[config.mk]
export PLATFORM = sky130hd
export DESIGN_NAME = rv_instruction_aligner
export DESIGN_NICKNAME = d
export VERILOG_FILES = /design/src/rtl/rv_fetch_pkg.sv /design/src/rtl/rv_instruction_aligner.sv
export SDC_FILE = /design/constraint.sdc
export NUM_CORES = 1
export LEC_CHECK = 0
export BUFFER_PORTS_ARGS = -buffer_cell sky130_fd_sc_hd__buf_2
export CORE_MARGIN = 2
export CORE_UTILIZATION = 30
export DETAILED_ROUTE_END_ITERATION = 8
export GPL_ROUTABILITY_DRIVEN = 0
export GPL_TIMING_DRIVEN = 1
export PLACE_DENSITY = 0.57
export SLEW_MARGIN = 20
export SYNTH_ARGS = -nofsm -noshare
export SYNTH_HDL_FRONTEND = slang
export SYNTH_SLANG_ARGS = --single-unit
[constraint.sdc]
create_clock -name clock -period 4.25 [get_ports clock]
set_clock_uncertainty 0.2 [all_clocks]
set_input_delay 0 -clock clock [delete_from_list [all_inputs] [get_ports clock]]
set_output_delay 0 -clock clock [all_outputs]
set_load 0.03 [all_outputs]
[src/rtl/rv_fetch_pkg.sv]
// Shared fetch-path types and helpers for the instruction aligner and the decoder.
package rv_fetch_pkg;

    typedef logic [2:0] hw_cnt_t;

    function automatic int unsigned xlen_of(input bit rv64);
        return rv64 ? 32'd64 : 32'd32;
    endfunction

    // 48-bit and longer encodings report 2; the decoder flags them as illegal.
    function automatic hw_cnt_t inst_len(input logic [1:0] lo_bits);
        return (lo_bits != 2'b11) ? 3'd1 : 3'd2;
    endfunction

endpackage

[src/rtl/rv_instruction_aligner.sv]
// Reassembles whole 16/32-bit RV instructions from aligned 32-bit fetch words.
// Macro RV_ALIGNER_C_EXT_EN enables compressed support; without it every instruction is 32-bit.
module rv_instruction_aligner
    import rv_fetch_pkg::*;
#(
    parameter bit           rv64     = 1'b1,
    parameter logic [63:0]  reset_pc = 64'h0,
    localparam int unsigned XLEN     = xlen_of(rv64)
) (
    input  logic            clock,
    input  logic            reset,
    input  logic            redirect_valid,
    input  logic [XLEN-1:0] redirect_pc,
    input  logic            in_valid,
    output logic            in_ready,
    input  logic [31:0]     in_data,
    output logic            out_valid,
    input  logic            out_ready,
    output logic [31:0]     out_inst,
    output logic [XLEN-1:0] out_pc,
    output logic            out_is_compressed
);

    localparam logic [XLEN-1:0] PC_RESET = XLEN'(reset_pc) & ~XLEN'(1);
`ifdef RV_ALIGNER_C_EXT_EN
    localparam logic [XLEN-1:0] REDIR_MASK = ~XLEN'(1);
`else
    localparam logic [XLEN-1:0] REDIR_MASK = ~XLEN'(3);
`endif

    logic [3:0][15:0] buf_q, buf_d;
    hw_cnt_t          count_q, count_d, count_pop;
    logic [XLEN-1:0]  pc_q, pc_d;
    hw_cnt_t          len;
    logic             out_fire, in_fire;
    logic             drop_low;
    logic             push_two;
    logic [15:0]      push_lo, push_hi;

`ifdef RV_ALIGNER_C_EXT_EN
    logic drop_low_q, drop_low_d;
    assign drop_low = drop_low_q;
`else
    assign drop_low = 1'b0;
`endif

    always_comb begin
`ifdef RV_ALIGNER_C_EXT_EN
        len      = inst_len(buf_q[0][1:0]);
        out_valid = !redirect_valid &&
                    (((count_q >= 3'd1) && (len == 3'd1)) || (count_q >= 3'd2));
        out_fire = out_valid && out_ready;
        in_ready = (count_q <= 3'd2) || redirect_valid;
`else
        len      = 3'd2;
        out_valid = !redirect_valid && (count_q >= 3'd2);
        out_fire = out_valid && out_ready;
        // Two-halfword buffer: refill only when empty or draining this cycle.
        in_ready = (count_q == 3'd0) || out_fire || redirect_valid;
`endif
        in_fire           = in_valid && in_ready;
        out_is_compressed = out_valid && (len == 3'd1);
        out_inst          = '0;
        if (out_valid) begin
            out_inst = (len == 3'd1) ? {16'h0, buf_q[0]} : {buf_q[1], buf_q[0]};
        end
        out_pc = pc_q;
    end

    always_comb begin
        buf_d     = buf_q;
        count_d   = count_q;
        count_pop = count_q;
        pc_d      = pc_q;
`ifdef RV_ALIGNER_C_EXT_EN
        drop_low_d = drop_low_q;
`endif
        push_two = !drop_low;
        push_lo  = drop_low ? in_data[31:16] : in_data[15:0];
        push_hi  = in_data[31:16];

        if (redirect_valid) begin
            // Any word handshaken this cycle belongs to the old stream and is dropped.
            count_d = '0;
            pc_d    = redirect_pc & REDIR_MASK;
`ifdef RV_ALIGNER_C_EXT_EN
            drop_low_d = redirect_pc[1];
`endif
        end else begin
            if (out_fire) begin
                buf_d     = (len == 3'd1) ? {16'h0, buf_q[3:1]} : {32'h0, buf_q[3:2]};
                count_pop = count_q - len;
                pc_d      = pc_q + XLEN'({len, 1'b0});
            end
            count_d = count_pop;
            if (in_fire) begin
                // Append behind whatever survives this cycle's pop.
                for (int i = 0; i < 4; i++) begin
                    if (hw_cnt_t'(i) == count_pop) begin
                        buf_d[i] = push_lo;
                    end
                    if (push_two && (hw_cnt_t'(i) == count_pop + 3'd1)) begin
                        buf_d[i] = push_hi;
                    end
                end
                count_d = count_pop + (push_two ? 3'd2 : 3'd1);
`ifdef RV_ALIGNER_C_EXT_EN
                drop_low_d = 1'b0;
`endif
            end
        end
    end

    always_ff @(posedge clock or posedge reset) begin
        if (reset) begin
            buf_q   <= '0;
            count_q <= '0;
            pc_q    <= PC_RESET;
        end else begin
            buf_q   <= buf_d;
            count_q <= count_d;
            pc_q    <= pc_d;
        end
    end

`ifdef RV_ALIGNER_C_EXT_EN
    always_ff @(posedge clock or posedge reset) begin
        if (reset) begin
            drop_low_q <= 1'b0;
        end else begin
            drop_low_q <= drop_low_d;
        end
    end
`endif

endmodule

==> impl_results.md, run 1 <==
- Final Net Count: between 1,000 and 1,500
- Worst VDD drop: around 210 µV
- H-tree depth: 4
- Die H: 157 µm
- Worst slack, placed: 1.10 ns
- Pin count of the biggest net entering global routing: 101
- Die width: approximately 160 µm
- Post-Syn Instances: about 770
- Die area: roughly 0.025 mm²
- Tot Pwr: around 4.5 mW
- Synth unique cells: 58
- Layout cell share with drive strength beyond 1: 29.5%
- First DRT Iteration DRCs: about 450
- Synth Warn #: 0
- Post-Layout Cell Count: between 1,000 and 1,500
- Setup Crit Path Kind: flip-flop to flip-flop
- Post-Syn Area: between 0.007 and 0.008 mm²
- Starting density of the core: ~31%
- PortBufs: 194
- CTS root buffer: clkbuf_16
- Gate power share: 29.4%
- CP Capture Type: flip-flop
- Worst-margin pin slew: 0.967 ns
- Leakage: roughly 4.5 nW
- Drt first pass iters: 5
- Setup Buffers After CTS: 0
- Total CTS buffers: 17
- Later-pin clock latency in the skew report: ~0.43 ns
- Fill count: between 2,000 and 2,500
- Pint: a little under 3 mW
- Via density: between 5 and 6
- Via count: a little under 7,000
- Setup Total Neg Slack: 0 ns
- Clock slew at reported path FFs: about 0.060 ns
- Final core occ: 43.4%
- Area grow syn2layout: 41.2%
- Syn Area/Cell: 9.11 µm²
- Fin area: around 0.0099 mm²
- Status: finished clean
- DRC: 0
- Seq/Total Area, Yosys: 45.7%
- Met2 wire len: about 10,000 µm
- Part of the power in registers: between 30 and 40%
- Most used DFF post-synth: dfrtp_1
- Max-slew violation count: 0
- Worst min-delay path category: input pin to flip-flop
- Longest Clk Path Bufs: 2
- Yosys reg bits: 128
- Fmax: around 0.31 GHz
- Worst hold margin: a little under 0.08 ns
- Area of the multi-input gates: 0.00349 mm²
- Worst Path Arrival: 3.32 ns
- Final hold vios: 0
- Antenna Cells: 0
- Core Rows: 55
- Met1 wire length: slightly below 10,000 µm
- Sw Ratio: around 34%
- RSZ-0062 raised after global routing: no
- Shortest period the worst path allows: 3.18 ns
- Placed Area: ~0.0083 mm²
- WL final: around 22,000 µm
- Drt wl/cell: between 15 and 20 µm
- DP HPWL: roughly 14,000 µm
- Initial antenna violation count: 0
- Reg area: roughly 0.0032 mm²
- Number of synthesized flops with an enable pin: 0
- Critical path launch point type: flip-flop
- GRT overflow: 0
- Fin worst setup slack: 1.07 ns
- Total track usage: between 10% and 20%
- Inst Count DP: roughly 1,200
- Pwr dens: approximately 460 mW/mm²
- CP Data Required Time: ~4.4 ns
- Metal3 WL: between 1000 and 1500 µm
- Vias in the first global route: a little under 7,000
- TritonCTS clock tree: yes
- CTS sink cnt: about 130
- Core box area: 0.0228 mm²
- Max-Cap Viols: 0
- Setup violators final: 0
- Clock Power Share: between 30% and 40%
- Antenna viol nets, final: 0
- CP Max Fanout: 39
- Ratio of final minimum period to clock period: 74.8%
- Slew headroom: between 30% and 40%
- Top Layer Used: met4
- I/O pin count: 200
- Global-route wire length before repair: 35,200 µm
- NetSw: 1.56 mW
- Fraction of registers with async set/reset: between 90% and 100%
==> Yosys cell counts, drive strengths merged (2+ instances only) <==
library cell	count	share of area (%)
a211o	2	0.25
a21oi	17	1.2
a22oi	3	0.32
a31o	33	4.1
a31oi	2	0.18
and2	33	2.9
and3	8	0.71
and4	5	0.63
buf	9	0.79
clkbuf	40	2.1
dfrtp	128	46
ha	4	0.71
inv	38	2.0
nand2	100	5.4
nand2b	2	0.18
nand3	49	3.6
nand4	34	3.6
nor2	68	3.7
nor2b	7	0.63
nor3	11	1.1
nor3b	2	0.21
nor4	6	0.96
nor4b	3	0.59
o211ai	25	2.7
o21ai	35	2.5
o221a	16	2.6
o311ai	10	1.3
o31ai	4	0.43
o32ai	15	1.9
o41ai	2	0.25
or2	6	0.54
or3	6	0.54
or4	8	0.86
xnor2	12	1.5
xor2	16	2.0
==> routing by layer <==
layer	GRT usage, %	vias to the layer above
li1	-	3355
met2	29.7	243
met5	0	-
met3	4.07	44
met4	6.73	0
met1	23.6	3238
==> cell type report <==
cell class | count | area share, %
repair buffers | 307 | 21.1
inverters | 38 | 1.49
multi-input cells | 556 | 35.3
well taps | 313 | 3.96
flip-flops and latches | 128 | 32.4
clock inverters | 14 | 1.35
clock buffers | 18 | 4.44
==> critical path, stage by stage, from the launching register on <==
cell and delay (ns):
dfrtp_1 0.39, inv_1 0.10, ha_1 0.31, or3b_4 0.64
a21oi_1 0.27, ha_1 0.21, nand3_1 0.13, nand2_1 0.48
o32ai_1 0.20, a21oi_1 0.16
==> placed cells by master, fill, tap and decap left out, types with 3 or more instances in the layout <==
cell             n
a21oi_1         17
a22oi_1          3
a31o_2          33
and2_1          33
and3_1           8
and4_1           5
buf_2          194
buf_4           10
clkbuf_16       17
clkinv_4         4
clkinvlp_4       4
conb_1           3
dfrtp_1        128
dlygate4sd3_1  102
ha_1             4
inv_1           37
inv_6            3
nand2_1        100
nand3_1         48
nand4_1         29
nand4_2          4
nor2_1          66
nor2b_1          7
nor3_1           6
nor3_2           5
nor4_1           4
o211ai_1        25
o21ai_0         31
o221a_2         16
o311ai_0         9
o31ai_1          4
o32ai_1         15
or2_2            5
or3_1            6
or4_1            8
xnor2_1         12
xor2_1          16
==> state kept, by name, summed over array words and instances (netlist names) <==
signal,cells
buf_q,64
count_q,2
out_pc,62
==> timing repair <==
action | in CTS | in global routing
hold buffers | 102 | 0
hold endpoints to repair | 227 | 0
resized for setup | 0 | 0
==> power by group through the flow <==
stage	logic [mW]	registers (mW)	clock network, mW
final	1.33	1.77	1.43
after global routing	1.48	1.83	1.52
after CTS	1.34	1.77	1.46
after detailed placement	1.25	1.79	0
after global placement	1.23	1.78	0
after floorplan	0.837	1.84	0
==> cell families after synthesis <==
logic type,count (synthesis),share of synthesized area (%)
other,1,0.0535
xor gates and xnor gates,28,3.50
buffers and inverters,87,4.97
adders and majority gates,4,0.715
and+or+nand+nor,349,26.3
muxes,2,0.304
AOI/OAI and AO/OA,170,18.4
DFF,128,45.7
==> path summary, 6_finish.rpt <==
| kind | start | end | slack (ns) | depth (start not counted) |
|---|---|---|---|---|
| setup / recovery | count_q[1] | buf_q[12] | 1.07 | 9 |
| hold / removal | out_ready | out_pc[5] | 0.08 | 5 |
| setup reg to reg | count_q[1] | buf_q[12] | 1.07 | 9 |
| hold reg to reg | buf_q[36] | buf_q[36] | 0.31 | 1 |
| max in group asynchronous | reset | out_pc[50] | 2.68 | 4 |
| min in group asynchronous | reset | out_pc[60] | 0.11 | 3 |
No activity file was read; power rests on OpenSTA's default activity.
==> run 2, diff against run 1 <==
Clock period 4.25 ns to 3.02 ns, I/O delays scaled along.
==> impl_results.md, run 2 (synthesized netlist as in run 1, its figures left out) <==
- Status: finished clean
- DRC: 0
- Antenna Cells: 0
- Final core occ: between 40% and 50%
- TritonCTS clock tree: yes
- Met2 wire len: approximately 10,000 µm
- Max stage delay on crit path: just over 0.5 ns
- Top Layer Used: met4
- FF-to-FF setup slack: 0.28 ns
- Total track usage: between 15 and 20%
- Crit-path slowest cell: or4_1
- First DRT Iteration DRCs: between 300 and 400
- DP HPWL: between 10,000 and 15,000 µm
- Slew headroom: 30.6%
- Post-Layout Cell Count: between 1,000 and 1,500
- GRT overflow: 0
- Drt first pass iters: 5
- Core Rows: 55
- Worst slack, placed: about 0.2 ns
- Die width: 157 µm
- CP Capture Type: flip-flop
- Met1 wire length: approximately 9900 µm
- Inst Count DP: around 1,300
- Worst-margin pin slew: between 1 and 1.5 ns
- Ratio of final minimum period to clock period: 90.8%
- Vias in the first global route: about 6,600
- Fin area: 0.0100 mm²
- Worst Path Arrival: approximately 2.9 ns
- Tot Pwr: 6.50 mW
- Reg2Reg Depth: 9
- Max FFs per register: 64
- Drt wl/cell: ~16 µm
- Global-route wire length before repair: 34,300 µm
- Worst r2r src: count_q[1]
- Starting density of the core: 30.7%
- Shortest period the worst path allows: roughly 2.7 ns
- Initial antenna violation count: 0
- Placed Area: between 0.008 and 0.009 mm²
- CTS root buffer: clkbuf_16
- Worst min-delay path category: input pin to async pin
- Die H: around 160 µm
- Critical path launch point type: flip-flop
- Final hold vios: 0
- Setup Total Neg Slack: 0 ns
- Fill count: 2,213
- Via density: 4.95
- Max-Cap Viols: 0
- Commonest non-fill, non-tap cell in the layout: buf_2
- Commonest cells after routing, fill and taps aside: 194 x buf_2, 128 x dfrtp_1, 100 x nand2_1, 100 x dlygate4sd3_1, 66 x nor2_1
- Clock slew at reported path FFs: about 0.070 ns
- H-tree depth: 4
- PortBufs: between 150 and 200
- CP Data Required Time: approximately 3.2 ns
- CTS sink cnt: between 100 and 150
- Core box area: between 0.02 and 0.025 mm²
- Worst VDD drop: about 320 µV
- Most frequent cell on the critical path: buf_4
- Worst flop-to-flop path endpoint: out_pc[59]
- Pwr dens: ~650 mW/mm²
- Setup Buffers After CTS: 0
- Setup violators final: 0
- RSZ-0062 raised after global routing: no
- CP Max Fanout: 14
- Final Net Count: between 1,000 and 1,500
- Pin count of the biggest net entering global routing: between 90 and 100
- Layout cell share with drive strength beyond 1: between 30% and 40%
- Worst hold margin: approximately 0.09 ns
- Setup Crit Path Kind: flip-flop to flip-flop
- Crit path launch: count_q[1]
- Longest Clk Path Bufs: 2
- Later-pin clock latency in the skew report: between 0.4 and 0.5 ns
- Total CTS buffers: 17
- Most flop-heavy register: buf_q
- Leakage: 4.59 nW
- WL final: 21,700 µm
- Fmax: 0.364 GHz
- Die area: around 0.025 mm²
- Metal3 WL: 1130 µm
- Fin worst setup slack: ~0.28 ns
- Max-slew violation count: 0
- I/O pin count: 200
- Via count: between 6,000 and 7,000
- Worst path cell trace: inv_1, ha_1, buf_4, nand2b_1, nor3_2, buf_4, nand4_4, or4_1, a31oi_1
- Antenna viol nets, final: 0
- Area grow syn2layout: 43.4%
## run 2: cell types whose count changed in the layout (fill, tap and decap cells not counted), moves of 2 or more
cell,previous run,this run
buf_4,10,26
clkinv_2,2,0
clkinv_4,4,6
clkinvlp_4,4,2
dlygate4sd3_1,102,100
## run 2: timing repair
action,in CTS,in global routing
gates resized for setup,0,1
hold buffers,100,0
endpoints found under the setup margin,0,1
endpoints found under the hold margin,256,0
## run 2: worst max-delay path by stage
stage	endpoint	slack, ns	cells after the start
6_report	out_pc[59]	0.28	9
4_1_cts	out_pc[57]	0.18	7
5_1_grt	buf_q[13]	0.09	11
3_5_place_dp	out_pc[57]	0.20	7
3_3_place_gp	out_pc[57]	0.26	7
2_1_floorplan	buf_q[10]	0.38	11
## run 2: cell type report
class                      instances  area (µm²)  area share [%]
multi-input combinational        556        3490            34.8
timing repair buffer             322        2210            22.0
inverter                          38         146            1.46
clock inverter                    15         178            1.77
clock buffer                      17         425            4.24
tap                              313         392            3.90
sequential                       128        3200            31.9
## run 2: layer usage
layer	up-vias	GRT usage (%)
met5	-	0
met4	0	4.50
met3	21	4.13
met2	191	29.7
met1	3285	22.8
li1	3381	-
## run 2: critical path: cells and delay by family, from the launching register on
family                     cells  cell delay (ns)
buffers and inverters          3             0.53
DFF                            1             0.41
and+or+nand+nor                4             1.14
adders and majority gates      1             0.22
AOI/OAI and AO/OA              1             0.17
## run 2: power breakdown
group | switching, mW | internal (mW) | leakage (nW)
clock | 0.874 | 1.25 | 0.293
sequential | 0.322 | 2.17 | 1.56
combinational | 1.02 | 0.859 | 2.73
total | 2.22 | 4.28 | 4.59
==> run 3, diff against run 2 <==
Settings changed: CORE_MARGIN 2 to unset, CTS_BUF_LIST set to sky130_fd_sc_hd__clkbuf_8, CTS_CLUSTER_SIZE set to 8.
==> impl_results.md, run 3 (synthesized netlist as in run 1, its figures left out) <==
- First DRT Iteration DRCs: between 300 and 400
- Pwr dens: approximately 610 mW/mm²
- CP Max Fanout: 7
- Shortest period the worst path allows: 2.81 ns
- TritonCTS clock tree: yes
- Sw Ratio: 35.1%
- Setup Crit Path Kind: flip-flop to flip-flop
- Die width: between 150 and 200 µm
- Drt first pass iters: 5
- Max-Cap Viols: 0
- Antenna viol nets, final: 0
- Setup Total Neg Slack: 0 ns
- Commonest non-fill, non-tap cell in the layout: buf_2
- M2 GR Usage: about 30%
- Via density: about 5
- Fill count: 2,259
- Worst-margin pin slew: approximately 0.85 ns
- Critical path launch point type: flip-flop
- Final core occ: between 40% and 50%
- Global routing met1 resource utilization: between 20% and 30%
- Max-slew violation count: 0
- NetSw: ~2.1 mW
- Total CTS buffers: 17
- Part of the power in registers: between 40 and 50%
- I/O pin count: 200
- CP Data Required Time: around 3.2 ns
- Crit path launch: count_q[1]
- Via count: between 6,000 and 7,000
- Antenna Cells: 0
- Worst flop-to-flop path endpoint: out_pc[51]
- Final Net Count: between 1,000 and 1,500
- Starting density of the core: 30.7%
- PortBufs: between 150 and 200
- Worst r2r src: count_q[1]
- Gr busiest metal: met2
- Core box area: about 0.023 mm²
- CP Capture Type: flip-flop
- Worst path cell trace: inv_1, ha_1, or3b_4, nor3_2, nand4_2, or4_1, nand3_1
- Worst min-delay path category: input pin to async pin
- GRT overflow: 0
- Max stage delay on crit path: 0.56 ns
- Area grow syn2layout: 41.1%
- CTS root buffer: clkbuf_8
- Leakage: ~4.5 nW
- Worst Path Arrival: around 3 ns
- Slew headroom: a little over two fifths
- Setup violators final: 0
- Die H: about 150 µm
- Max FFs per register: 64
- Worst VDD drop: around 280 µV
- RSZ-0062 raised after global routing: no
- H-tree depth: 4
- Final hold vios: 0
- Met3 global-route usage: 3.53%
- Later-pin clock latency in the skew report: approximately 0.44 ns
- Worst hold margin: 0.0184 ns
- Die area: 0.0240 mm²
- CTS sink cnt: 128
- Total track usage: between 10% and 20%
- Fin area: slightly below 0.01 mm²
- Global-route wire length before repair: 35,200 µm
- Pint: between 3 and 4 mW
- Vias in the first global route: 6,798
- Placed Area: ~0.0084 mm²
- Gate power share: about 31%
- WL final: approximately 22,000 µm
- Clock Power Share: 27.7%
- Drt wl/cell: 15.9 µm
- Reg2Reg Depth: 7
- Ratio of final minimum period to clock period: roughly 93%
- Commonest cells after routing, fill and taps aside: 194 x buf_2, 128 x dfrtp_1, 107 x dlygate4sd3_1
- Layout cell share with drive strength beyond 1: a little under a third
- DP HPWL: between 10,000 and 15,000 µm
- Crit-path slowest cell: or4_1
- Fmax: approximately 0.36 GHz
- FF-to-FF setup slack: roughly 0.21 ns
- Pin count of the biggest net entering global routing: between 100 and 150
- Initial antenna violation count: 0
- Status: finished clean
- Clock slew at reported path FFs: 0.08 ns
- Most flop-heavy register: buf_q
- DRC: 0
- Longest Clk Path Bufs: 2
- Core Rows: 55
-- run 3: changes by cell type in the layout (fill, tap and decap cells not counted), sizes merged --
cell / change
buf: -8
bufinv: +2
clkinv: -2
clkinvlp: +3
dlygate4sd3: +7
inv: -3
-- run 3: layer usage --
layer	up-vias	wire length (µm)
li1	3373	-
met1	3323	10200
met2	214	10300
met3	40	992
met4	0	650
met5	-	0
-- run 3: worst max path at each step --
stage,endpoint,cells after the start
2_1_floorplan,buf_q[10],11
3_3_place_gp,buf_q[15],9
3_5_place_dp,buf_q[8],9
4_1_cts,buf_q[8],9
5_1_grt,out_pc[49],7
6_report,out_pc[51],7
-- run 3: final cells by class --
cell class	count	area (µm²)	share of cell area (%)
clock inverter	15	208	2.10
tap	313	392	3.96
timing repair buffer	321	2220	22.4
inverter	38	146	1.48
multi-input combinational	556	3490	35.3
clock buffer	17	234	2.37
sequential	128	3200	32.4
-- run 3: critical path, delay by kind of cell (launching register included) --
family | cells | cell delay [ns]
flip-flops | 1 | 0.41
adder cells (fa/ha/maj) | 1 | 0.30
AND/OR/NAND/NOR | 5 | 1.73
buffers and inverters | 1 | 0.10
-- run 3: metrics by stage --
stage	setup slack, ns	power, mW	std cells
after floorplan	0.380	3.77	771
after global placement	0.224	4.25	1249
after detailed placement	0.177	4.30	1249
after CTS	0.148	6.12	1388
after global routing	0.0117	6.41	1388
final	0.207	6.06	1388
-- run 3: what timing repair did --
action | in CTS | in global routing
setup endpoints to repair | 0 | 12
hold buffers | 107 | 0
buffers inserted | 0 | 0
resized for setup | 0 | 1
endpoints found under the hold margin | 256 | 0
-- run 3: power by group through the flow --
stage / Clock (mW) / Combinational [mW] / Sequential, mW
6_report: 1.68 / 1.88 / 2.50
5_1_grt: 1.80 / 2.05 / 2.56
4_1_cts: 1.73 / 1.89 / 2.50
3_5_place_dp: 0 / 1.76 / 2.53
3_3_place_gp: 0 / 1.74 / 2.51
2_1_floorplan: 0 / 1.18 / 2.59
